==> src/rtl/multi_ch_clk_div_if.sv <==
// Control and status bundle for the multi-channel clock divider.
// The master drives enables, clears and divisor writes; the slave returns per-channel status.
interface multi_ch_clk_div_if #(
  parameter int NUM_CH = 4,
  parameter int CNT_W  = 32
);
  localparam int CH_W = (NUM_CH > 1) ? $clog2(NUM_CH) : 1;

  logic [NUM_CH-1:0] en;
  logic              sync_clr;
  logic              wr_en;
  logic [CH_W-1:0]   wr_ch;
  logic [CNT_W-1:0]  wr_div;
  logic [CNT_W-1:0]  wr_high;
  logic [NUM_CH-1:0] pend;
  logic [NUM_CH-1:0] div_clk;
  logic [NUM_CH-1:0] tick;

  modport master (
    output en, sync_clr, wr_en, wr_ch, wr_div, wr_high,
    input  pend, div_clk, tick
  );

  modport slave (
    input  en, sync_clr, wr_en, wr_ch, wr_div, wr_high,
    output pend, div_clk, tick
  );
endinterface

==> src/rtl/multi_ch_clk_div.sv <==
// Multi-channel clock divider: per-channel programmable period and high time with a
// shadow register that swaps in on the period wrap so running outputs never glitch.
module multi_ch_clk_div #(
  parameter int NUM_CH   = 4,
  parameter int CNT_W    = 32,
  parameter int DEF_DIV  = 100_000_000,
  parameter int DEF_HIGH = 50_000_000
) (
  input logic               clk,
  input logic               rst,
  multi_ch_clk_div_if.slave bus
);
  localparam int CH_W = (NUM_CH > 1) ? $clog2(NUM_CH) : 1;
  localparam logic [CNT_W-1:0] ONE        = CNT_W'(1);
  localparam logic [CNT_W-1:0] TWO        = CNT_W'(2);
  localparam logic [CNT_W-1:0] DEF_DIV_C  = CNT_W'(DEF_DIV);
  localparam logic [CNT_W-1:0] DEF_HIGH_C = CNT_W'(DEF_HIGH);

  logic [NUM_CH-1:0] pend_v;
  logic [NUM_CH-1:0] div_v;
  logic [NUM_CH-1:0] tick_v;

  for (genvar c = 0; c < NUM_CH; c++) begin : g_ch
    logic [CNT_W-1:0] cnt, p_act, h_act, p_sh, h_sh;
    logic             run_q, pend_q, div_q, tick_q;
    logic             hit, running, direct, to_shadow, wrap;
    logic [CNT_W-1:0] cnt_nx, p_nx, h_nx, p_eff, p_eff_nx, h_eff_nx;

    always_comb begin
      hit       = bus.wr_en && (bus.wr_ch == CH_W'(c));
      running   = bus.en[c] && !bus.sync_clr;
      direct    = hit && !running;
      to_shadow = hit && running;
      p_eff     = (p_act < TWO) ? TWO : p_act;
      // run_q low means this is the first enabled edge: hold phase 0 for one cycle
      wrap      = running && run_q && (cnt == p_eff - ONE);

      cnt_nx = cnt + ONE;
      if (!running || !run_q || wrap) cnt_nx = '0;

      p_nx = p_act;
      h_nx = h_act;
      if (direct) begin
        p_nx = bus.wr_div;
        h_nx = bus.wr_high;
      end else if (wrap && pend_q) begin
        p_nx = p_sh;
        h_nx = h_sh;
      end

      p_eff_nx = (p_nx < TWO) ? TWO : p_nx;
      h_eff_nx = (h_nx > p_eff_nx - ONE) ? p_eff_nx - ONE : h_nx;
    end

    always_ff @(posedge clk or negedge rst) begin
      if (!rst) begin
        cnt    <= '0;
        p_act  <= DEF_DIV_C;
        h_act  <= DEF_HIGH_C;
        p_sh   <= '0;
        h_sh   <= '0;
        run_q  <= 1'b0;
        pend_q <= 1'b0;
        div_q  <= 1'b0;
        tick_q <= 1'b0;
      end else begin
        cnt   <= cnt_nx;
        p_act <= p_nx;
        h_act <= h_nx;
        run_q <= bus.en[c];
        if (direct) begin
          p_sh   <= '0;
          h_sh   <= '0;
          pend_q <= 1'b0;
        end else if (to_shadow) begin
          p_sh   <= bus.wr_div;
          h_sh   <= bus.wr_high;
          pend_q <= 1'b1;
        end else if (wrap) begin
          pend_q <= 1'b0;
        end
        div_q  <= running && (h_eff_nx != '0) && (cnt_nx >= p_eff_nx - h_eff_nx);
        tick_q <= running && (cnt_nx == p_eff_nx - ONE);
      end
    end

    assign pend_v[c] = pend_q;
    assign div_v[c]  = div_q;
    assign tick_v[c] = tick_q;
  end

  assign bus.pend    = pend_v;
  assign bus.div_clk = div_v;
  assign bus.tick    = tick_v;
endmodule

==> src/flat_wrapper.sv <==
// flat-port wrapper written by rule: the top's interface ports become plain ports
module multi_ch_clk_div_flat 
#(
  parameter int NUM_CH   = 4,
  parameter int CNT_W    = 32,
  parameter int DEF_DIV  = 100_000_000,
  parameter int DEF_HIGH = 50_000_000
)
  (clk, rst, bus_en, bus_sync_clr, bus_wr_en, bus_wr_ch, bus_wr_div, bus_wr_high, bus_pend, bus_div_clk, bus_tick);
  multi_ch_clk_div_if #(.NUM_CH(NUM_CH), .CNT_W(CNT_W)) bus_i ();
  input logic clk;
  input logic rst;
  input wire logic [$bits(bus_i.en)-1:0] bus_en;
  input wire logic [$bits(bus_i.sync_clr)-1:0] bus_sync_clr;
  input wire logic [$bits(bus_i.wr_en)-1:0] bus_wr_en;
  input wire logic [$bits(bus_i.wr_ch)-1:0] bus_wr_ch;
  input wire logic [$bits(bus_i.wr_div)-1:0] bus_wr_div;
  input wire logic [$bits(bus_i.wr_high)-1:0] bus_wr_high;
  output wire logic [$bits(bus_i.pend)-1:0] bus_pend;
  output wire logic [$bits(bus_i.div_clk)-1:0] bus_div_clk;
  output wire logic [$bits(bus_i.tick)-1:0] bus_tick;
  assign bus_i.en = bus_en;
  assign bus_i.sync_clr = bus_sync_clr;
  assign bus_i.wr_en = bus_wr_en;
  assign bus_i.wr_ch = bus_wr_ch;
  assign bus_i.wr_div = bus_wr_div;
  assign bus_i.wr_high = bus_wr_high;
  assign bus_pend = bus_i.pend;
  assign bus_div_clk = bus_i.div_clk;
  assign bus_tick = bus_i.tick;
  multi_ch_clk_div #(.NUM_CH(NUM_CH), .CNT_W(CNT_W), .DEF_DIV(DEF_DIV), .DEF_HIGH(DEF_HIGH)) u_core (.clk(clk), .rst(rst), .bus(bus_i));
endmodule
==> config.mk <==
export PLATFORM = sky130hd
export DESIGN_NAME = multi_ch_clk_div_flat
export DESIGN_NICKNAME = d
export VERILOG_FILES = /design/src/rtl/multi_ch_clk_div_if.sv /design/src/rtl/multi_ch_clk_div.sv /design/src/flat_wrapper.sv
export SDC_FILE = /design/constraint.sdc
export NUM_CORES = 2
export LEC_CHECK = 0
export BUFFER_PORTS_ARGS = -buffer_cell sky130_fd_sc_hd__buf_2
export CAP_MARGIN = 0
export CORE_ASPECT_RATIO = 0.8
export CORE_MARGIN = 5
export CORE_UTILIZATION = 45
export DETAILED_ROUTE_END_ITERATION = 16
export PLACE_DENSITY = 0.63
export SLEW_MARGIN = 0
export SYNTH_ARGS = -nofsm -noshare
export SYNTH_HDL_FRONTEND = slang
export SYNTH_SLANG_ARGS = --single-unit
==> constraint.sdc <==
create_clock -name clk -period 18.1 [get_ports clk]
set_clock_uncertainty 0.2 [all_clocks]
set_input_delay 0.905 -clock clk [delete_from_list [all_inputs] [get_ports clk]]
set_output_delay 0.905 -clock clk [all_outputs]
set_load 0.1 [all_outputs]
==> reports/qor.yml <==
floorplan.rows: 113
synth.top_cells.by_area: "dfrtp_1 (26%), ha_1 (8.6%), nand2_1 (8.0%), xnor2_1 (5.3%), xor2_1 (4.8%)"
wl_per_cell_um: 24.45
port_buffers: 85
rsz0062_at_grt: "false"
crit_top_cell: "o21ai_0"
grt_max_degree: 155
path_max_fanout: 38
nFillCells: 11510
yosysUniqueCellTypes: 117
slew_headroom_pct: 22.14
seq_area_frac_synth_pct: 30.64
dr.first_iter.drc_count: 5804
track_usage_pct: 31.18
p_leak_nw: 25.45
overflow: 0
routed_wl_um: 205100
synth_warnings: 0
seq_area_um2: 16540
ant_nets: 0
synth_seq_cells: 656
die_w_um: 397.2
critPathRequiredTime_ns: 18.47
final_nets: 7152
grt_pass1_wl_um: 304000
vdd_drop_max_mv: 0.09090
via_per_inst: 6.127
synth_edf_count: 0
cts_hold_buf: 0
synthesis.nets: 7238
cp-start-kind: "register"
clk_latency_ns: 0.69
yosysTopAreaCell: "dfrtp_1"
tightest_slew_ns: 1.157
cts_tree: "built"
slew_violations: 0
final_util_pct: 49.36
path_class: "reg2reg"
status: "finished, final reports clean"
slowest_delay_ns: 0.72
cts_made_buffers: 77
max-cap-violations: 0
place_hpwl_um: 155900
final.min_clock_period_ns: 16.80
ios: 86
area_growth_pct: 8.735
drc: 0
antenna_found_initial: 27
clk_pin_slew_ns: 0.06
critPathSlowestCell: "and3_4"
critPathTopFamily: "simple AND/OR/NAND/NOR gates"
powerDensity_nw_per_um2: 124.4
synthFlopType: "dfrtp_1"
layout-drive-gt1-share_pct: 8.673
h-tree-depth: 3
hold_violations: 0
fin_tns_setup_ns: 0
chipHeight_um: 319.8
cts-root-buf: "clkbuf_16"
syn_avg_cell_area_um2: 7.946
gp_congestion: 1.045
crit_buf_inv: 6
dieArea_um2: 127000
setup_viol: 0
finalCritPeriodShare_pct: 92.83
synthCells: 6792
num_vias: 51390
timing.fmax_ghz: 0.05952
endpoint_kind: "register"
synth_area_um2: 53970
clock_sinks: 656
worstHoldPathType: "in2async"
start_util_pct: 45.39
clk_path_buf_depth: 3
first_global_vias: 47480
multiInputGateArea_um2: 35280
async_flop_share_pct: 100.0
core_um2: 118900
first_pass_iters: 9
synth.top_cell.area_share_pct: 25.96
worstPathArrival_ns: 17.17
-- synth_stat cells, types with 18 or more instances --
| library cell | number |
|---|---|
| dfrtp_1 | 560 |
| nand4_1 | 160 |
| a21o_1 | 147 |
| a21oi_1 | 332 |
| nor2_1 | 617 |
| or2_2 | 24 |
| nand3_1 | 170 |
| nand2b_1 | 90 |
| o31ai_1 | 29 |
| and3_1 | 92 |
| buf_1 | 45 |
| a211oi_1 | 38 |
| or3_1 | 51 |
| nor3_1 | 122 |
| buf_4 | 22 |
| o21ai_0 | 496 |
| ha_1 | 372 |
| o211ai_1 | 49 |
| or4_1 | 41 |
| nand2_1 | 1148 |
| and4_1 | 21 |
| nor4_1 | 78 |
| buf_2 | 21 |
| nand4b_1 | 18 |
| and2_1 | 41 |
| inv_1 | 153 |
| nor4b_1 | 18 |
| nor2b_1 | 84 |
| o21a_1 | 24 |
| mux2i_1 | 140 |
| xor2_1 | 297 |
| a31oi_1 | 174 |
| nand3b_1 | 18 |
| clkbuf_1 | 314 |
| xnor2_1 | 324 |
| a211o_1 | 28 |
| dfstp_2 | 96 |
-- repair_timing --
item                                    in CTS  in global routing
buffers inserted                             0                  0
resized for setup                            0                  3
endpoints found under the setup margin       0                  1
-- worst paths after layout --
| path | from | end | slack [ns] | depth (start not counted) |
|---|---|---|---|---|
| max in group asynchronous | rst | u_core.g_ch[3].p_act[29]$_DFF_PN0_ | 15.27 | 3 |
| worst min-delay path | rst | u_core.g_ch[1].cnt[2]$_DFF_PN0_ | 0.07 | 1 |
| worst min register to register | u_core.g_ch[3].p_sh[31]$_DFFE_PN0P_ | u_core.g_ch[3].p_sh[31]$_DFFE_PN0P_ | 0.27 | 2 |
| min in group clk | bus_en[0] | u_core.g_ch[0].run_q$_DFF_PN0_ | 0.16 | 1 |
| worst max-delay path | u_core.g_ch[0].p_act[6]$_DFF_PN0_ | u_core.g_ch[0].div_q$_DFF_PN0_ | 1.30 | 63 |
| worst max register to register | u_core.g_ch[0].p_act[6]$_DFF_PN0_ | u_core.g_ch[0].div_q$_DFF_PN0_ | 1.30 | 63 |
-- layout make-up --
type	instances	share of cell area, %
clock inverter	30	0.6481
antenna	9	0.03838
clock buffer	111	3.759
inverter	154	0.9935
tap	1610	3.433
multi-input combinational	5572	60.12
sequential	656	28.18
timing repair buffer	245	2.831
-- sequential cells by signal, summed over array words and instances (netlist names) --
register,count
u_core.g_ch.cnt,128
u_core.g_ch.div_q,4
u_core.g_ch.h_act,128
u_core.g_ch.h_sh,128
u_core.g_ch.p_act,128
u_core.g_ch.p_sh,128
u_core.g_ch.pend_q,4
u_core.g_ch.run_q,4
u_core.g_ch.tick_q,4
-- logic make-up (layout without fill, tap and decap cells) --
| group | after synthesis | count (layout) | share of synthesized area, % |
|---|---|---|---|
| and+or+nand+nor | 2868 | 2868 | 25.30 |
| AOI/OAI and AO/OA | 1556 | 1556 | 18.18 |
| DFF | 656 | 656 | 30.64 |
| xor gates and xnor gates | 623 | 623 | 10.16 |
| buffers and inverters | 564 | 540 | 4.233 |
| adders and majority gates | 374 | 374 | 8.661 |
| muxes | 151 | 151 | 2.826 |
| other | 0 | 9 | 0 |
-- cell usage in the layout (no fill, tap or decap), types with 20 or more instances in the layout --
master and count:
nand2_1 1148, nor2_1 613, dfrtp_1 560, o21ai_0 496, ha_1 372, a21oi_1 332
xnor2_1 324, xor2_1 297, a31oi_1 174, nand3_1 168, nand4_1 160, buf_4 158
inv_1 153, a21o_1 147, mux2i_1 140, nor3_1 121, dfstp_2 96, and3_1 90
nand2b_1 90, buf_2 84, nor2b_1 80, nor4_1 78, clkbuf_16 78, or3_1 51
o211ai_1 49, and2_1 41, or4_1 40, a211oi_1 38, o31ai_1 29, a211o_1 28
o21a_1 24, or2_2 22, and4_1 21, clkbuf_1 20
-- power breakdown --
part	switching [W]	leakage, nW	internal, W
registers	0.000178	8.35	0.00166
clock network	0.000698	1.26	0.000952
logic	0.00232	15.8	0.00150
-- routing by layer --
metal  track usage [%]  wire, µm
met2             45.39     85170
met5                 0       109
met4             10.01      7385
met3             8.852     21030
met1             44.60     91380
-- through the flow --
stage               setup slack [ns]  area [µm²]  hold WS, ns  std cells  power, W
floorplan                      2.802       53970       0.2418       6792  0.004484
global placement               1.299       56070       0.2558       8237  0.005517
detailed placement             1.213       56070       0.2630       8237  0.005553
CTS                            1.176       58660       0.1104       8378  0.007233
global route                  0.1913       58660       0.1281       8378  0.007772
finish                         1.299       58690      0.06749       8387  0.007298
(Power assumes the default switching activity.)
